===== config.mk =====
export PLATFORM = sky130hd
export DESIGN_NAME = fir_serial_sequencer
export DESIGN_NICKNAME = d
export VERILOG_FILES = /design/src/rtl/fir_serial_sequencer.sv
export SDC_FILE = /design/constraint.sdc
export NUM_CORES = 2
export LEC_CHECK = 0
export BUFFER_PORTS_ARGS = -buffer_cell sky130_fd_sc_hd__clkbuf_2
export CELL_PAD_IN_SITES_DETAIL_PLACEMENT = 1
export CELL_PAD_IN_SITES_GLOBAL_PLACEMENT = 1
export CORE_MARGIN = 4
export CORE_UTILIZATION = 50
export CTS_CLUSTER_SIZE = 30
export DETAILED_ROUTE_END_ITERATION = 8
export PLACE_DENSITY_LB_ADDON = 0.12
export SYNTH_ARGS = -nofsm -noshare
export SYNTH_HDL_FRONTEND = slang
export SYNTH_SLANG_ARGS = --single-unit

===== constraint.sdc =====
create_clock -name clk -period 83.3 [get_ports clk]
set_input_delay 16.66 -clock clk [delete_from_list [all_inputs] [get_ports clk]]
set_output_delay 16.66 -clock clk [all_outputs]
set_load 0.03 [all_outputs]

===== src/rtl/fir_serial_sequencer.sv =====
// Serial FIR sequencer: sample ring buffer plus one shared MAC stepping one tap per cycle, valid/ready on both sides.
// Result appears TAP_COUNT+1 cycles after the input handshake; define FIR_SAT_EN to clamp data_out instead of wrapping.
module fir_serial_sequencer #(
  parameter int DATA_IN_WIDTH  = 16,
  parameter int TAP_WIDTH      = 24,
  parameter int TAP_COUNT      = 54,
  parameter int DATA_OUT_WIDTH = 32
) (
  input  logic                         clk,
  input  logic                         reset,
  input  logic                         clear,
  input  logic                         in_valid,
  output logic                         in_ready,
  input  logic [DATA_IN_WIDTH-1:0]     data_in,
  output logic [$clog2(TAP_COUNT)-1:0] tap_addr,
  input  logic [TAP_WIDTH-1:0]         tap_coef,
  output logic                         out_valid,
  input  logic                         out_ready,
  output logic [DATA_OUT_WIDTH-1:0]    data_out,
  output logic                         busy
);

  localparam int AW    = $clog2(TAP_COUNT);
  localparam int PW    = DATA_IN_WIDTH + TAP_WIDTH;
  localparam int ACC_W = DATA_IN_WIDTH + TAP_WIDTH + AW;
  localparam logic [AW-1:0] LAST = AW'(TAP_COUNT - 1);

  typedef enum logic [1:0] {
    S_IDLE = 2'd0,
    S_MAC  = 2'd1,
    S_HOLD = 2'd2
  } state_t;

  state_t r_state;
  state_t w_next_state;

  logic signed [DATA_IN_WIDTH-1:0]  r_buf [TAP_COUNT];
  logic        [AW-1:0]             r_wr_ptr;
  logic        [AW-1:0]             r_base;
  logic        [AW-1:0]             r_k;
  logic signed [ACC_W-1:0]          r_acc;
  logic        [DATA_OUT_WIDTH-1:0] r_dout;

  logic        [AW-1:0]             w_rd_idx;
  logic signed [DATA_IN_WIDTH-1:0]  w_sample;
  logic signed [PW-1:0]             w_prod;
  logic signed [ACC_W-1:0]          w_acc_next;
  logic        [DATA_OUT_WIDTH-1:0] w_conv;

  logic                             w_in_ready;
  logic                             w_out_valid;
  logic                             w_busy;
  logic        [AW-1:0]             w_tap_addr;

  // Newest sample sits at base; older samples are found by stepping backwards with wrap.
  assign w_rd_idx   = (r_base >= r_k) ? (r_base - r_k)
                    : AW'({1'b0, r_base} + (AW+1)'(TAP_COUNT) - {1'b0, r_k});
  assign w_sample   = r_buf[w_rd_idx];
  assign w_prod     = w_sample * $signed(tap_coef);
  assign w_acc_next = r_acc + ACC_W'(w_prod);

  generate
    if (DATA_OUT_WIDTH >= ACC_W) begin : g_out_ext
      assign w_conv = DATA_OUT_WIDTH'(w_acc_next);
    end else begin : g_out_narrow
`ifdef FIR_SAT_EN
      localparam logic signed [ACC_W-1:0] SAT_MAX =
        {{(ACC_W-DATA_OUT_WIDTH+1){1'b0}}, {(DATA_OUT_WIDTH-1){1'b1}}};
      localparam logic signed [ACC_W-1:0] SAT_MIN =
        {{(ACC_W-DATA_OUT_WIDTH+1){1'b1}}, {(DATA_OUT_WIDTH-1){1'b0}}};
      assign w_conv = (w_acc_next > SAT_MAX) ? SAT_MAX[DATA_OUT_WIDTH-1:0]
                    : (w_acc_next < SAT_MIN) ? SAT_MIN[DATA_OUT_WIDTH-1:0]
                    : w_acc_next[DATA_OUT_WIDTH-1:0];
`else
      assign w_conv = w_acc_next[DATA_OUT_WIDTH-1:0];
`endif
    end
  endgenerate

  always_ff @(posedge clk or posedge reset) begin
    if (reset) begin
      r_state <= S_IDLE;
    end else begin
      r_state <= w_next_state;
    end
  end

  always_comb begin
    w_next_state = r_state;
    if (clear) begin
      w_next_state = S_IDLE;
    end else begin
      case (r_state)
        S_IDLE:  if (in_valid)     w_next_state = S_MAC;
        S_MAC:   if (r_k == LAST)  w_next_state = S_HOLD;
        S_HOLD:  if (out_ready)    w_next_state = S_IDLE;
        default:                   w_next_state = S_IDLE;
      endcase
    end
  end

  always_comb begin
    w_in_ready  = 1'b0;
    w_out_valid = 1'b0;
    w_busy      = 1'b0;
    w_tap_addr  = '0;
    case (r_state)
      S_IDLE:  w_in_ready = ~reset;
      S_MAC: begin
        w_busy     = 1'b1;
        w_tap_addr = r_k;
      end
      S_HOLD:  w_out_valid = 1'b1;
      default: ;
    endcase
  end

  assign in_ready  = w_in_ready;
  assign out_valid = w_out_valid;
  assign busy      = w_busy;
  assign tap_addr  = w_tap_addr;
  assign data_out  = r_dout;

  // clear behaves like a synchronous reset of the whole datapath, including pending results.
  always_ff @(posedge clk or posedge reset) begin
    if (reset) begin
      for (int i = 0; i < TAP_COUNT; i++) r_buf[i] <= '0;
      r_wr_ptr <= '0;
      r_base   <= '0;
      r_k      <= '0;
      r_acc    <= '0;
      r_dout   <= '0;
    end else if (clear) begin
      for (int i = 0; i < TAP_COUNT; i++) r_buf[i] <= '0;
      r_wr_ptr <= '0;
      r_base   <= '0;
      r_k      <= '0;
      r_acc    <= '0;
      r_dout   <= '0;
    end else begin
      case (r_state)
        S_IDLE: begin
          if (in_valid) begin
            r_buf[r_wr_ptr] <= data_in;
            r_base          <= r_wr_ptr;
            r_wr_ptr        <= (r_wr_ptr == LAST) ? '0 : r_wr_ptr + AW'(1);
            r_acc           <= '0;
            r_k             <= '0;
          end
        end
        S_MAC: begin
          r_acc <= w_acc_next;
          if (r_k == LAST) begin
            r_dout <= w_conv;
          end else begin
            r_k <= r_k + AW'(1);
          end
        end
        default: ;
      endcase
    end
  end

endmodule


# Yosys cells after proc, flatten, opt, wreduce, memory -nomap -nowiden
# Cells that the tools add are included.
[classes]
reduce_logical = 12
order_cmp = 4
muxes = 36
n_eq_ne = 8
multipliers = 1
n_addsub = 6
n_bitwise = 3
[op_table]
columns = ["op", "n"]
rows = [
  ["two-way mux 864 bit", 3],
  ["bitwise mux 864 bit", 1],
  ["binary-select mux 16 bit (select 6 bit)", 1],
  ["demux 16 bit (select 6 bit)", 1],
  ["two-way mux 32 bit", 3],
  ["two-way mux 46 bit", 2],
  ["one-hot mux 46 bit (2 select lines)", 1],
  ["two-way mux 6 bit", 12],
  ["two-way mux 16 bit", 3],
  ["adder 46 x 40 -> 46 bit", 1],
  ["multiplier 16 x 24 -> 40 bit", 1],
  [">= comparator 7 bit, second input constant", 2],
  ["NOT 6 -> 7 bit", 2],
  ["adder 6 x 1 -> 6 bit, second input constant", 2],
  ["== test 6 bit, second input constant", 2],
  ["inequality test 3 bit, second input constant", 4],
  ["one-hot mux 6 bit (2 select lines)", 1],
  ["subtractor 6 bit", 2],
  ["two-way mux 2 bit", 4],
  ["nonzero test 2 bit", 4],
  ["less-than comparator 7 x 1 -> 1 bit, second input constant", 1],
  ["adder 6 bit, second input constant", 1],
  [">= comparator 6 bit", 1],
  ["one-hot mux 2 bit (3 select lines)", 1],
  ["9 further kinds", 14],
]
[totals]
wordCells = 130
input_bits = 45
out_inout_bits = 41
reg_bits = 962

# Logic depth before layout (Yosys ltp)
[logic_depth]
ltp_word = 12
ltp_mapped = 45
mapped_depth_nobuf = 40

# Least setup slack after synthesis
# No wires, ideal clock.
[synth_path]
path_type = "input to output"
startpoint = "in reset"
endpoint = "out in_ready"
slack_ps = 49328
t_required_ps = 66640
arrival_ps = 17312
cell_stages = 1
path_cell_list = "nor3_1"
[synth_between]
elab_chain_len = 2
[synth_lines]
columns = ["element", "line_no", "source"]
rows = [
  ["start: declaration", "10", "input logic reset,"],
  ["NOT 1 bit", "108", "S_IDLE: w_in_ready = ~reset;"],
  ["two-way mux 1 bit", "107", "case (r_state)"],
  ["end: declaration", "13", "output logic in_ready,"],
]
# No other way between the ends.

# Worst setup path in the final report
# Same ends and word-level chain as after synthesis.

==> impl_summary.log <==
INFO  metric drt-wirelength-per-cell = approximately 27 um
INFO  metric place_inst = between 7,000 and 8,000
INFO  metric coreArea = between 0.1 and 0.15 mm^2
INFO  metric critical_path_required = roughly 67,000 ps
INFO  metric min_path_type = flop to flop
INFO  metric finalHoldViolCount = 0
INFO  metric chipWidth = 348 um
INFO  metric fraction_of_final_layout_cells_with_drive_strength_greater_than_1 = between 10% and 20%
INFO  metric fillerInstances = about 13,000
INFO  metric cell_taking_the_most_area_after_synthesis = sky130_fd_sc_hd__dfrtp_1
INFO  metric clk_root_buffer_cell = sky130_fd_sc_hd__clkbuf_16
INFO  metric die-height = roughly 350 um
INFO  metric final-seq-area = around 0.024 mm^2
INFO  metric layout.cell_area.non_filler = 0.0631 mm^2
INFO  metric wirelength = ~210 mm
INFO  metric antenna_found_initial = 3
INFO  metric ant_nets = 0
INFO  metric place.port_buffers = between 80 and 90
INFO  metric fin_crit_sh = about two fifths
INFO  metric synth.cell_area = around 0.058 mm^2
INFO  metric synth-edff-count = 0
INFO  metric yosysMostFrequentCell = sky130_fd_sc_hd__nand2_1
INFO  metric grtUsageTotal = roughly 35%
INFO  metric cts.sinks = between 900 and 1,000
INFO  metric drv_slew = 0
INFO  metric multiInputGateArea = ~0.031 mm^2
INFO  metric cts.htree.levels = 3
INFO  metric drc_violation_count_after_routing = 0
INFO  metric critical_path_arrival = approximately 17,000 ps
INFO  metric post_cts_resized = 0
INFO  metric setup.worst_path.class = primary input to output port
INFO  metric tightest_slew = 1410 ps
INFO  metric cts.clk_slew.worst_paths = around 60 ps
INFO  metric insertion_delay = between 700 and 800 ps
INFO  metric postSynth.asyncResetShare = between 90% and 100%
INFO  metric synthDistinctLibCells = 87
INFO  metric gr-usage-met2 = 59.2%
INFO  metric floorplan.io_pins = 86
INFO  metric detailed_place.area = approximately 0.059 mm^2
INFO  metric tns = 0 ps
INFO  metric drtPass1Iterations = 5
INFO  metric met3_usage = ~5.3%
INFO  metric postSynthNetCount = a little under 7,000
INFO  metric synth_top_cell_area_share = 40.9%
INFO  metric routabilityCongestion = around 0.91
INFO  metric via_count = ~49,000
INFO  metric run_status = finished clean
INFO  metric worstPathMaxFanout = 2
INFO  metric synthFlopType = sky130_fd_sc_hd__dfrtp_1
INFO  metric global_route_wire_length_before_repair = ~320 mm
INFO  metric total_leakage_power = ~27 nW
INFO  metric drt_first_iter_violations = 4,506
INFO  metric use_met1 = between 40% and 50%
INFO  metric final_nets = 6,709
INFO  metric grt_start_max_net_pins = 184
INFO  metric viasPerCell = between 6 and 7
INFO  metric grt_setup_unrepaired = false
INFO  metric postSynthRegisterBits = between 900 and 1,000
INFO  metric fin_worst_skew = 51.3 ps
INFO  metric synth_seq_area_share = roughly two fifths
INFO  metric grt_most_used_layer = met2
INFO  metric achievable-frequency = about 30 MHz
INFO  metric initial_core_util = between 50 and 60%
INFO  metric area_growth_syn_to_layout = 8.95%
INFO  metric timing.slew.headroom = 5.44%
INFO  metric finalSetupViolations = 0
INFO  metric synth.cells.most_frequent = 2,026 x sky130_fd_sc_hd__nand2_1, 948 x sky130_fd_sc_hd__dfrtp_1, 910 x sky130_fd_sc_hd__a21oi_1, 434 x sky130_fd_sc_hd__inv_1, 387 x sky130_fd_sc_hd__clkbuf_1
INFO  metric yosysWarnings = 0
INFO  metric vias_in_the_first_global_route = between 50,000 and 60,000
INFO  metric maxCapViolCount = 0
INFO  metric ctsHoldBuffers = 0
INFO  metric finalCriticalPeriod = approximately 34,000 ps
INFO  metric post_dp_hpwl = ~140 mm
INFO  metric fin_cells = around 7,800
INFO  metric die-area = approximately 0.12 mm^2
INFO  metric irDropWorstVdd = a little under 0.0001 V
INFO  metric cts_setup_buffers = 0
INFO  metric overflow = 0
INFO  metric cts-root-to-sink-buffers = 3
INFO  metric synth.top_cells.by_area = sky130_fd_sc_hd__dfrtp_1 41%, sky130_fd_sc_hd__nand2_1 13%, sky130_fd_sc_hd__fa_1 11%, sky130_fd_sc_hd__a21oi_1 7.9%, sky130_fd_sc_hd__mux4_2 7.0%
INFO  metric average_footprint_of_a_synthesized_cell = 9.09 um^2
INFO  metric hold-worst-slack = roughly 480 ps
INFO  metric timing.critical_path.to_type = output port
INFO  metric pwr_density_cell = ~48 mW/mm^2
INFO  metric tritoncts = built
INFO  metric synthCells = ~6,400
INFO  metric cts_buffers = roughly 110
INFO  metric number_of_placement_rows = ~120
INFO  metric startpoint_type = primary input
## layer usage
metal	wire [um]	vias to the layer above	part of all wire [%]
met4	13900	0	6.5
met1	83000	25600	39
met2	103000	1918	48
li1	-	20500	-
met5	0	-	0
met3	14000	587	6.5
## critical path: stages
cell and delay [ps]:
sky130_fd_sc_hd__clkbuf_2 130, sky130_fd_sc_hd__nor3_1 140, sky130_fd_sc_hd__clkbuf_2 230
## state kept, by name, indices dropped and copies added, names as in the netlist
signal and count:
data_out 32, r_wr_ptr 6, r_buf 864, r_state 2, r_base 6, r_acc 32
r_k 6
## path summary, 6_finish.rpt
| kind | endpoint | from | cells after the start | slack, ps |
|---|---|---|---|---|
| min | data_out[31] | data_out[31] | 2 | 480 |
| max | in_ready | reset | 3 | 49470 |
| min reg2reg | data_out[31] | data_out[31] | 2 | 480 |
| min in group asynchronous | data_out[18] | reset | 2 | 16110 |
| max reg2reg | r_acc[30] | r_k[3] | 36 | 70380 |
| max in group asynchronous | r_buf[465] | reset | 5 | 63900 |
## through the flow
step	util [%]	total power [mW]	setup slack [ps]
2_1_floorplan	-	1.98	39980
3_3_place_gp	51.9	2.45	49460
3_5_place_dp	51.9	2.55	49470
4_1_cts	55.1	3.07	49470
5_1_grt	55.1	3.31	49430
6_report	55.1	3.05	49470
## layout by cell type, fill, tap and decap left out, drive strengths merged, types with 10 or more instances in the layout
| cell type | instances |
|---|---|
| fa | 332 |
| clkbuf | 250 |
| a22oi | 54 |
| xor2 | 18 |
| xnor2 | 36 |
| mux2i | 83 |
| ha | 113 |
| o21ai | 51 |
| a22o | 36 |
| nand2 | 2028 |
| nor2 | 210 |
| nor3 | 42 |
| dfrtp | 948 |
| nand3 | 53 |
| or2 | 10 |
| and3 | 16 |
| a21oi | 914 |
| nand2b | 15 |
| clkinv | 25 |
| and2 | 129 |
| inv | 435 |
| mux4 | 181 |
| o22ai | 14 |
| a211oi | 13 |
| nor2b | 10 |
| buf | 122 |
| a31oi | 25 |
| a21o | 15 |
## cells by family after synthesis
| logic type | count (synthesis) | synth area share [%] |
|---|---|---|
| compound gates | 1198 | 11.7 |
| flops | 948 | 40.9 |
| buf+inv | 903 | 6.13 |
| fa+ha+maj | 445 | 13.9 |
| simple gates | 2550 | 17.8 |
| xor+xnor | 56 | 0.894 |
| mux | 273 | 8.64 |
## final cells by class
class	count	share of cell area (%)
multi-input combinational	4522	48.8
timing repair buffer	206	2.21
clock buffer	166	5.07
clock inverter	33	0.698
tap	1512	3.00
inverter	434	2.60
antenna	2	0.00793
sequential	948	37.6
## power by group
group	switching, mW	leakage, nW	internal (mW)
Combinational	1.26	12.4	0.827
Clock	0.211	1.79	0.283
Sequential	0.00425	13.2	0.469
(Power assumes the default switching activity.)
